`src/rtl/stdp_pkg.sv`:
```
// Shared types and helpers for the pair-based STDP array updater.
//   state_t    : scan FSM state (IDLE, SCAN)
//   ageDelta   : update magnitude for a spike found at a given age
//   clampSum   : saturate a signed sum into 0..maxVal
package stdp_pkg;

    typedef enum logic {
        IDLE = 1'b0,
        SCAN = 1'b1
    } state_t;

    // Magnitude halves with every extra cycle of separation; age 0 never
    // contributes (coincident spikes are not a pairing).
    function automatic int ageDelta(input logic found, input int age, input int aMax);
        if (!found || age < 1) begin
            return 0;
        end
        return aMax >> (age - 1);
    endfunction

    function automatic int clampSum(input int value, input int maxVal);
        if (value < 0) begin
            return 0;
        end
        if (value > maxVal) begin
            return maxVal;
        end
        return value;
    endfunction

endpackage

```
`src/rtl/spike_age_encoder.sv`:
```
// Finds the most recent past spike in a history vector.
//   hist  : history, bit k = spike k cycles ago (bit 0 = current cycle)
//   found : at least one spike at age >= 1
//   age   : lowest set bit index >= 1 (0 when nothing found)
module spike_age_encoder #(
    parameter int HIST_DEPTH = 16,
    parameter int AGE_W      = 4
) (
    input  logic [HIST_DEPTH-1:0] hist,
    output logic                  found,
    output logic [AGE_W-1:0]      age
);

    logic [HIST_DEPTH-1:0] aged;

    // Age 0 is the current cycle and is not a pairing partner.
    assign aged = hist & ~HIST_DEPTH'(1);

    // Walk from oldest to youngest so the youngest hit wins.
    always_comb begin
        found = 1'b0;
        age   = '0;
        for (int k = HIST_DEPTH - 1; k >= 1; k--) begin
            if (aged[k]) begin
                found = 1'b1;
                age   = AGE_W'(k);
            end
        end
    end

endmodule

```
`src/rtl/stdp_array_updater.sv`:
```
// Pair-based STDP engine for N_PRE plastic synapses onto one neuron.
// Every cycle each spike history shifts in its current spike. An enabled
// event (write & any spike) snapshots all histories and scans the channels
// one per cycle, applying saturating potentiation/depression.
//   clock, reset       : rising-edge clock, async active-high reset
//   write              : learning enable, events ignored while low
//   post_spike         : postsynaptic spike this cycle
//   pre_spike          : presynaptic spikes this cycle
//   rd_sel / rd_weight : registered weight read-back (old value on collision)
//   busy               : scan in progress
//   upd_valid/idx/weight : one-cycle strobe per weight that actually changed
//   drop_cnt           : saturating count of events dropped while busy
//   fsmState           : debug view of the scan FSM
// Strobe semantics: upd_valid is a pure one-cycle pulse with no ready;
// upd_idx/upd_weight are meaningful only in the cycle upd_valid is high.
module stdp_array_updater
    import stdp_pkg::*;
#(
    parameter int N_PRE      = 16,
    parameter int HIST_DEPTH = 16,
    parameter int W_WIDTH    = 4,
    parameter int W_INIT     = 8,
    parameter int A_MAX      = 4
) (
    input  logic                     clock,
    input  logic                     reset,
    input  logic                     write,
    input  logic                     post_spike,
    input  logic [N_PRE-1:0]         pre_spike,
    input  logic [$clog2(N_PRE)-1:0] rd_sel,
    output logic [W_WIDTH-1:0]       rd_weight,
    output logic                     busy,
    output logic                     upd_valid,
    output logic [$clog2(N_PRE)-1:0] upd_idx,
    output logic [W_WIDTH-1:0]       upd_weight,
    output logic [7:0]               drop_cnt,
    output state_t                   fsmState
);

    localparam int IDX_W = $clog2(N_PRE);
    localparam int AGE_W = $clog2(HIST_DEPTH);
    localparam int SUM_W = W_WIDTH + 2;
    localparam int W_MAX = (1 << W_WIDTH) - 1;
    localparam logic [IDX_W-1:0]   LAST_CH = IDX_W'(N_PRE - 1);
    localparam logic [W_WIDTH-1:0] INIT_W  = W_WIDTH'(W_INIT);

    state_t state, stateNext;
    logic [IDX_W-1:0]      chIdx;
    logic [HIST_DEPTH-1:0] preHist  [N_PRE];
    logic [HIST_DEPTH-1:0] preShift [N_PRE];
    logic [HIST_DEPTH-1:0] preSnap  [N_PRE];
    logic [HIST_DEPTH-1:0] postHist, postShift, postSnap;
    logic [W_WIDTH-1:0]    weights  [N_PRE];

    logic spikeEvent, lastCh, accept, dropEvt, changed;
    logic preFound, postFound;
    logic [AGE_W-1:0] preAge, postAge;
    logic signed [SUM_W-1:0] ltp, ltd, sumW;
    logic [W_WIDTH-1:0] curW, newW;

    // Next history value doubles as the snapshot so the current-cycle
    // spikes are part of the event being evaluated.
    always_comb begin
        for (int i = 0; i < N_PRE; i++) begin
            preShift[i] = {preHist[i][HIST_DEPTH-2:0], pre_spike[i]};
        end
    end
    assign postShift = {postHist[HIST_DEPTH-2:0], post_spike};

    // An event in the final scan cycle is accepted: the last channel is
    // evaluated from the old snapshot in the same cycle the new one loads,
    // which lets events be spaced exactly N_PRE cycles apart.
    assign spikeEvent = write & (post_spike | (|pre_spike));
    assign lastCh     = (chIdx == LAST_CH);
    assign accept     = spikeEvent & ((state == IDLE) | lastCh);
    assign dropEvt    = spikeEvent & ~accept;

    assign busy     = (state == SCAN);
    assign fsmState = state;

    always_ff @(posedge clock or posedge reset) begin
        if (reset) begin
            state <= IDLE;
        end else begin
            state <= stateNext;
        end
    end

    always_comb begin
        stateNext = state;
        case (state)
            IDLE:    if (accept) stateNext = SCAN;
            SCAN:    if (lastCh && !accept) stateNext = IDLE;
            default: stateNext = IDLE;
        endcase
    end

    always_ff @(posedge clock or posedge reset) begin
        if (reset) begin
            chIdx <= '0;
        end else if (accept) begin
            chIdx <= '0;
        end else if (state == SCAN) begin
            chIdx <= lastCh ? '0 : chIdx + IDX_W'(1);
        end
    end

    always_ff @(posedge clock or posedge reset) begin
        if (reset) begin
            for (int i = 0; i < N_PRE; i++) begin
                preHist[i] <= '0;
                preSnap[i] <= '0;
            end
            postHist <= '0;
            postSnap <= '0;
        end else begin
            for (int i = 0; i < N_PRE; i++) begin
                preHist[i] <= preShift[i];
                if (accept) preSnap[i] <= preShift[i];
            end
            postHist <= postShift;
            if (accept) postSnap <= postShift;
        end
    end

    spike_age_encoder #(.HIST_DEPTH(HIST_DEPTH), .AGE_W(AGE_W)) preEnc (
        .hist  (preSnap[chIdx]),
        .found (preFound),
        .age   (preAge)
    );

    spike_age_encoder #(.HIST_DEPTH(HIST_DEPTH), .AGE_W(AGE_W)) postEnc (
        .hist  (postSnap),
        .found (postFound),
        .age   (postAge)
    );

    // LTP needs post now and an earlier pre; LTD needs pre now and an
    // earlier post. Both may apply; the net is applied in one step.
    always_comb begin
        ltp = '0;
        ltd = '0;
        if (postSnap[0]) ltp = SUM_W'(ageDelta(preFound, int'(preAge), A_MAX));
        if (preSnap[chIdx][0]) ltd = SUM_W'(ageDelta(postFound, int'(postAge), A_MAX));
        curW = weights[chIdx];
        sumW = $signed({2'b00, curW}) + ltp - ltd;
        newW = W_WIDTH'(clampSum(int'(sumW), W_MAX));
    end

    assign changed = (state == SCAN) && (newW != curW);

    always_ff @(posedge clock or posedge reset) begin
        if (reset) begin
            for (int i = 0; i < N_PRE; i++) begin
                weights[i] <= INIT_W;
            end
            upd_valid  <= 1'b0;
            upd_idx    <= '0;
            upd_weight <= '0;
        end else begin
            upd_valid <= changed;
            if (changed) begin
                weights[chIdx] <= newW;
                upd_idx        <= chIdx;
                upd_weight     <= newW;
            end
        end
    end

    always_ff @(posedge clock or posedge reset) begin
        if (reset) begin
            rd_weight <= INIT_W;
        end else begin
            rd_weight <= weights[rd_sel];
        end
    end

    always_ff @(posedge clock or posedge reset) begin
        if (reset) begin
            drop_cnt <= '0;
        end else if (dropEvt && drop_cnt != 8'hFF) begin
            drop_cnt <= drop_cnt + 8'd1;
        end
    end

endmodule

```
`config.mk`:
```
export PLATFORM = sky130hd
export DESIGN_NAME = stdp_array_updater
export DESIGN_NICKNAME = d
export VERILOG_FILES = /design/src/rtl/stdp_pkg.sv /design/src/rtl/spike_age_encoder.sv /design/src/rtl/stdp_array_updater.sv
export SDC_FILE = /design/constraint.sdc
export NUM_CORES = 1
export LEC_CHECK = 0
export BUFFER_PORTS_ARGS = -buffer_cell sky130_fd_sc_hd__buf_2
export CAP_MARGIN = 15
export CORE_ASPECT_RATIO = 0.75
export CORE_MARGIN = 5
export CORE_UTILIZATION = 45
export DETAILED_ROUTE_END_ITERATION = 10
export MAX_ROUTING_LAYER = met4
export PLACE_DENSITY = 0.6
export SLEW_MARGIN = 10
export SYNTH_ARGS = -nofsm -noshare
export SYNTH_HDL_FRONTEND = slang
export SYNTH_HIERARCHICAL = 1
export SYNTH_SLANG_ARGS = --single-unit
```
`constraint.sdc`:
```
create_clock -name clock -period 16.7 [get_ports clock]
set_input_delay 0 -clock clock [delete_from_list [all_inputs] [get_ports clock]]
set_output_delay 0 -clock clock [all_outputs]
set_load 0.05 [all_outputs]
```
==> results.txt, run 1 <==
diode count - 0
setup TNS - 0 ps
number of global-route vias before repair - 13107
Die Wd - 277.6 µm
routed wire length - 47460 µm
most frequent cells in the layout - dfrtp_1, mux2_2, mux4_2
Antenna Nets Post-Route - 0
cts bufs inserted - 58
Layout Skew - 32.29 ps
WP data arrival - 9340 ps
Main synth FF type - dfrtp_1
die area - 58500 µm²
I/O pins - 47
H-tree depth - 2
antenna violations before repair - 0
Post-DP HPWL - 30680 µm
gr usage total - 17.27%
clk slew on worst S/H paths - 60 ps
Clk Latency, worst-skew pair - 630 ps
starting density of the core - 45.55%
minimum clock period - 8834 ps
synth warn - 6
Simple-Gate Fraction of Synth Area - 2.510%
highest cell delay on the worst timing path - 1040 ps
Final Max Slew Viols - 0
P&R area growth vs syn - 13.06%
CP Capture Type - register
Max clock buf depth - 3
total number of vias - 12117
postcts setup bufs - 0
first-pass GRT wire length - 78060 µm
main combinational cell family by area after synthesis - multiplexers
worst-margin pin slew - 1047 ps
Fillers - 4297
adder-cell area share of the yosys netlist - 0.9730%
FF+latch count, synth - 617
commonest non-fill, non-tap cell in the layout - dfrtp_1
Tcrit/Tclk final - 52.90%
total congestion overflow - 0
core footprint - 53070 µm²
# clock sinks - 617
syn_area_per_cell - 17.16 µm²
DRT Pass-1 Iters - 4
Vias/cell - 5.402
DRC - 0
Final setup viols - 0
EDFF count, synth - 0
status - finished clean
xor/xnor share of the synthesized area - 0.5745%
root buf cell - clkbuf_16
peak fanout along the critical path - 45
Port Buf Inserts - 46
Mapped Nets - 1450
initial drt markers - 761
fmax - 113.2 MHz
worst path cell trace - buf_4, mux4_2, mux4_2, nor2_1, nor3_1, o31ai_1, a211oi_1, inv_1, ha_1, xnor2_1, nand4_1, or3_1, fa_1, inv_1, fa_1, a21o_1, a21o_1, o32a_1, and4_1, xor2_2, buf_4, a31oi_1, mux2_2
Setup CP Type - register to register
post-synthesis mux area share - 27.31%
Synth Area in Compound Gates - 2.904%
max-cap violations - 0
sum of buffers and inverters on the critical path - 4
RSZ-0062 raised after global routing - false
RePlAce Congestion - 0.8134
Yosys cell types - 61
largest net degree at the start of global routing - 155
relative slew slack - 30.18%
routed len/inst - 21.16 µm
Final Hold Fails - 0
fraction of layout cells with a size suffix above 1 - 43.50%
Synth Instances - 1409
Worst path slowest cell - dfrtp_4
ys async rst share - 100.0%
Row Count - 73
Die H - 210.7 µm
Nets - 1525
largest delay contributor family on the critical path - compound AO/OA/AOI/OAI gates
CTS tree - done
Crit path required time - 17210 ps
Critical Path Source Type - register
post-synthesis sequential area ratio - 63.96%
HP Class - input pin to register
mapped cell area - 24170 µm²
==> sequential cells by signal, summed over array words and instances (netlist names) <==
signal / flops
preSnap: 256
preHist: 240
weights: 64
postSnap: 16
postHist: 15
drop_cnt: 8
chIdx: 4
rd_weight: 4
upd_idx: 4
upd_weight: 4
busy: 1
upd_valid: 1
==> path summary, 6_finish.rpt <==
| kind | from | end | slack (ps) | cells after the start |
|---|---|---|---|---|
| setup reg to reg | chIdx[0] | weights[57] | 7870 | 23 |
| hold reg to reg | preHist[90] | preHist[91] | 360 | 0 |
| max in group asynchronous | reset | preSnap[203] | 12730 | 7 |
| min in group asynchronous | reset | preHist[80] | 60 | 3 |
| setup / recovery | chIdx[0] | weights[57] | 7870 | 23 |
| hold / removal | pre_spike[14] | preHist[16] | 50 | 2 |
==> Yosys cell counts, types with 3 or more instances <==
library cell,n,area (µm²)
nand3_1,20,100.1
o21ai_1,3,15.01
nor4_2,4,50.05
buf_1,14,52.55
a211oi_1,4,30.03
nand2_1,24,90.09
xor2_1,7,61.31
inv_1,23,86.33
a21oi_1,12,60.06
buf_4,3,22.52
nor4_1,5,31.28
mux2i_1,10,100.1
buf_6,5,56.30
clkbuf_1,47,176.4
mux4_2,115,2590
a31oi_1,6,37.54
mux2_1,10,112.6
a21o_1,4,30.03
o21ai_0,5,25.02
nor3_1,7,35.03
nor2_1,34,127.6
fa_1,3,60.06
nor2b_1,3,18.77
dfstp_2,17,446.7
ha_1,14,175.2
a31oi_4,11,234.0
inv_2,4,15.01
xnor2_1,7,61.31
nand2b_1,4,25.02
mux2_2,336,3784
and3_1,8,50.05
dfrtp_1,600,15010
==> worst reg2reg max path, delay by kind of cell, from the launching register on <==
kind	cells	cell delay [ps]
flip-flops	1	1040
multiplexers	3	1590
XOR/XNOR	2	390
AO/OA/AOI/OAI	6	2060
buffers and inverters	4	1250
adder cells (fa/ha/maj)	3	1120
AND/OR/NAND/NOR	5	1260
==> through the flow <==
step | setup slack [ps] | area [µm²] | hold WS [ps] | cells | util, %
final | 7866 | 27330 | 47.33 | 2243 | 51.51
after global routing | 7255 | 27330 | 27.08 | 2243 | 51.51
after CTS | 7791 | 27330 | 3.901 | 2243 | 51.50
after detailed placement | 7832 | 25140 | 156.6 | 2114 | 47.38
after global placement | 8018 | 25140 | 146.8 | 2114 | 47.38
after floorplan | 8293 | 24180 | 31.43 | 1409 | -
==> timing repair <==
item	in CTS	in global routing
hold endpoints to repair	79	0
hold buffers	22	0
gates resized for setup	0	0
==> logic make-up after synthesis <==
family,count (synthesis)
DFF,617
AOI/OAI and AO/OA,70
buffers and inverters,98
adders and majority gates,17
xor gates and xnor gates,15
and+or+nand+nor,120
muxes,472
==> layout make-up <==
type	count	area [µm²]	share of cell area, %
Inverter	27	105.1	0.3845
Multi-Input combinational cell	694	8302	30.37
Timing Repair Buffer	86	598.1	2.188
Clock buffer	77	1613	5.901
Sequential cell	617	15470	56.60
Clock inverter	30	352.8	1.291
Tap cell	712	890.9	3.259
==> routing by layer <==
| layer | wire (µm) | track usage [%] | part of all wire [%] |
|---|---|---|---|
| met1 | 23560 | 26.19 | 50 |
| met2 | 21500 | 25.04 | 45 |
| met3 | 1696 | 2.751 | 3.6 |
| met4 | 707 | 3.784 | 1.5 |
| met5 | 0 | - | 0 |
Power of run 1 is left out: the tool's default activity adds up to more than one toggle a clock period on the data nets, which glitch-free logic cannot reach.
==> run 2, diff against run 1 <==
==> constraint.sdc (replaced) <==
create_clock -name clock -period 7.8 [get_ports clock]
set_input_delay 0 -clock clock [delete_from_list [all_inputs] [get_ports clock]]
set_output_delay 0 -clock clock [all_outputs]
set_load 0.05 [all_outputs]
==> results.txt, run 2 (synthesis results as in run 1) <==
RSZ-0062 raised after global routing - false
gr usage total - 17.13% (-0.14 points)
WP data arrival - 7820 ps (-1520 ps)
routed len/inst - 21.03 µm (-0.62%)
Nets - 1538 (+0.85%)
commonest non-fill, non-tap cell in the layout - dfrtp_1
Final Max Slew Viols - 0 (unchanged)
highest cell delay on the worst timing path - 550 ps (-490 ps)
Row Count - 73 (unchanged)
pre-CTS setup slack - 250.0 ps (-7582 ps)
Worst path slowest cell - xor2_4
worst path cell trace - buf_12, buf_4, mux4_2, mux4_2, a21oi_1, nor2_1, o41ai_2, inv_1, ha_1, xnor2_1, nand4_1, or3_1, fa_1, inv_1, fa_1, a21o_1, a21o_1, o32a_1, and4_1, xor2_4, buf_4, a31oi_4, mux2_1
status - finished clean
total congestion overflow - 0 (unchanged)
CTS tree - done
cts bufs inserted - 59 (+1.7%)
setup TNS - 0 ps (unchanged)
postcts setup bufs - 0 (unchanged)
most frequent cells in the layout - dfrtp_1, mux2_2, mux4_2
# clock sinks - 617 (unchanged)
fmax - 136.7 MHz (+21%)
CP Launch Point - chIdx[0]
initial drt markers - 871 (+14%)
first-pass GRT wire length - 77460 µm (-0.77%)
Setup CP Type - register to register
antenna violations before repair - 1 (+1)
worst r2r src - chIdx[0]
Setup WS post-layout - 487.0 ps (-7379 ps)
Tcrit/Tclk final - 93.76% (+41 points)
routed wire length - 47380 µm (-0.17%)
HP Class - input pin to register
I/O pins - 47 (unchanged)
total number of vias - 12303 (+1.5%)
Clk Latency, worst-skew pair - 630 ps (about the same)
clk slew on worst S/H paths - 60 ps (about the same)
max-cap violations - 0 (unchanged)
Crit path required time - 8310 ps (-8900 ps)
fraction of layout cells with a size suffix above 1 - 42.89% (-0.61 points)
Final setup viols - 0 (unchanged)
H-tree depth - 2 (unchanged)
Die Wd - 277.6 µm (unchanged)
RePlAce Congestion - 0.8459 (+4.0%)
Largest regs - preSnap x256, preHist x240, weights x64
number of global-route vias before repair - 13125 (+0.14%)
largest net degree at the start of global routing - 182 (+17%)
CP Capture Type - register
die area - 58500 µm² (unchanged)
root buf cell - clkbuf_16
DRC - 0 (unchanged)
P&R area growth vs syn - 13.57%
DRT Pass-1 Iters - 5 (+1)
core footprint - 53070 µm² (unchanged)
relative slew slack - 26.20% (-4.0 points)
Final Hold Fails - 0 (unchanged)
peak fanout along the critical path - 29 (-36%)
minimum clock period - 7313 ps (-1521 ps)
Top reg by flops - preSnap
diode count - 0 (unchanged)
post-layout util - 51.74% (+0.23 points)
Antenna Nets Post-Route - 0 (unchanged)
Post-DP HPWL - 30600 µm (-0.25%)
worst-margin pin slew - 1107 ps (+59.74 ps)
Max clock buf depth - 3 (unchanged)
Die H - 210.7 µm (unchanged)
Largest register FFs - 256 (unchanged)
HP Start - pre_spike[4]
Port Buf Inserts - 46 (unchanged)
starting density of the core - 45.55% (unchanged)
Critical Path Source Type - register
Vias/cell - 5.461 (+1.1%)
Layout Skew - 34.01 ps (+1.723 ps)
run 2: changes by cell type in the layout (fill, tap and decap cells not counted), moves of 3 or more:
cell	change
clkbuf_1	+13
clkinv_2	-13
buf_12	+6
buf_4	+5
bufinv_16	-3
run 2: stage by stage:
stage	instances	hold WS (ps)	cell area, µm²
global placement	2125	136.3	25300
floorplan	1409	31.43	24180
CTS	2253	3.076	27420
detailed placement	2125	146.6	25300
global route	2253	27.22	27460
finish	2253	50.58	27460
run 2: final cells by class:
class	instances	area, µm²
clock buffers	92	1700
inverters	27	105.1
well taps	712	890.9
clock inverters	13	188.9
fillers	4321	25610
multi-input cells	694	8333
flip-flops and latches	617	15470
repair buffers	98	765.7
run 2: path summary, 6_finish.rpt:
kind | to | slack (ps) | cells after the start
max | weights[32] | 490 | 23
min | preHist[176] | 50 | 2
max reg2reg | weights[32] | 490 | 23
min reg2reg | preHist[186] | 350 | 0
max in group asynchronous | preSnap[136] | 6210 | 5
min in group asynchronous | preHist[80] | 90 | 4
run 2: critical path, delay by kind of cell, from the launching register on:
| kind | cells | cell delay (ps) |
|---|---|---|
| AOI/OAI and AO/OA | 6 | 1560 |
| xor gates and xnor gates | 2 | 740 |
| adders and majority gates | 3 | 1190 |
| buffers and inverters | 5 | 970 |
| DFF | 1 | 440 |
| muxes | 3 | 1380 |
| and+or+nand+nor | 4 | 880 |
run 2: per-layer routing:
layer	GRT usage (%)	vias up	routed length, µm
li1	-	5334	-
met1	26.11	6688	23600
met2	24.02	209	20770
met3	3.337	72	2039
met4	4.142	0	974
met5	-	-	0
run 2: timing repair:
item | CTS | global route
resized for setup | 0 | 3
endpoints found under the setup margin | 0 | 69
hold buffers | 23 | 0
hold endpoints to repair | 170 | 0
Power of run 2 is left out for the same reason.
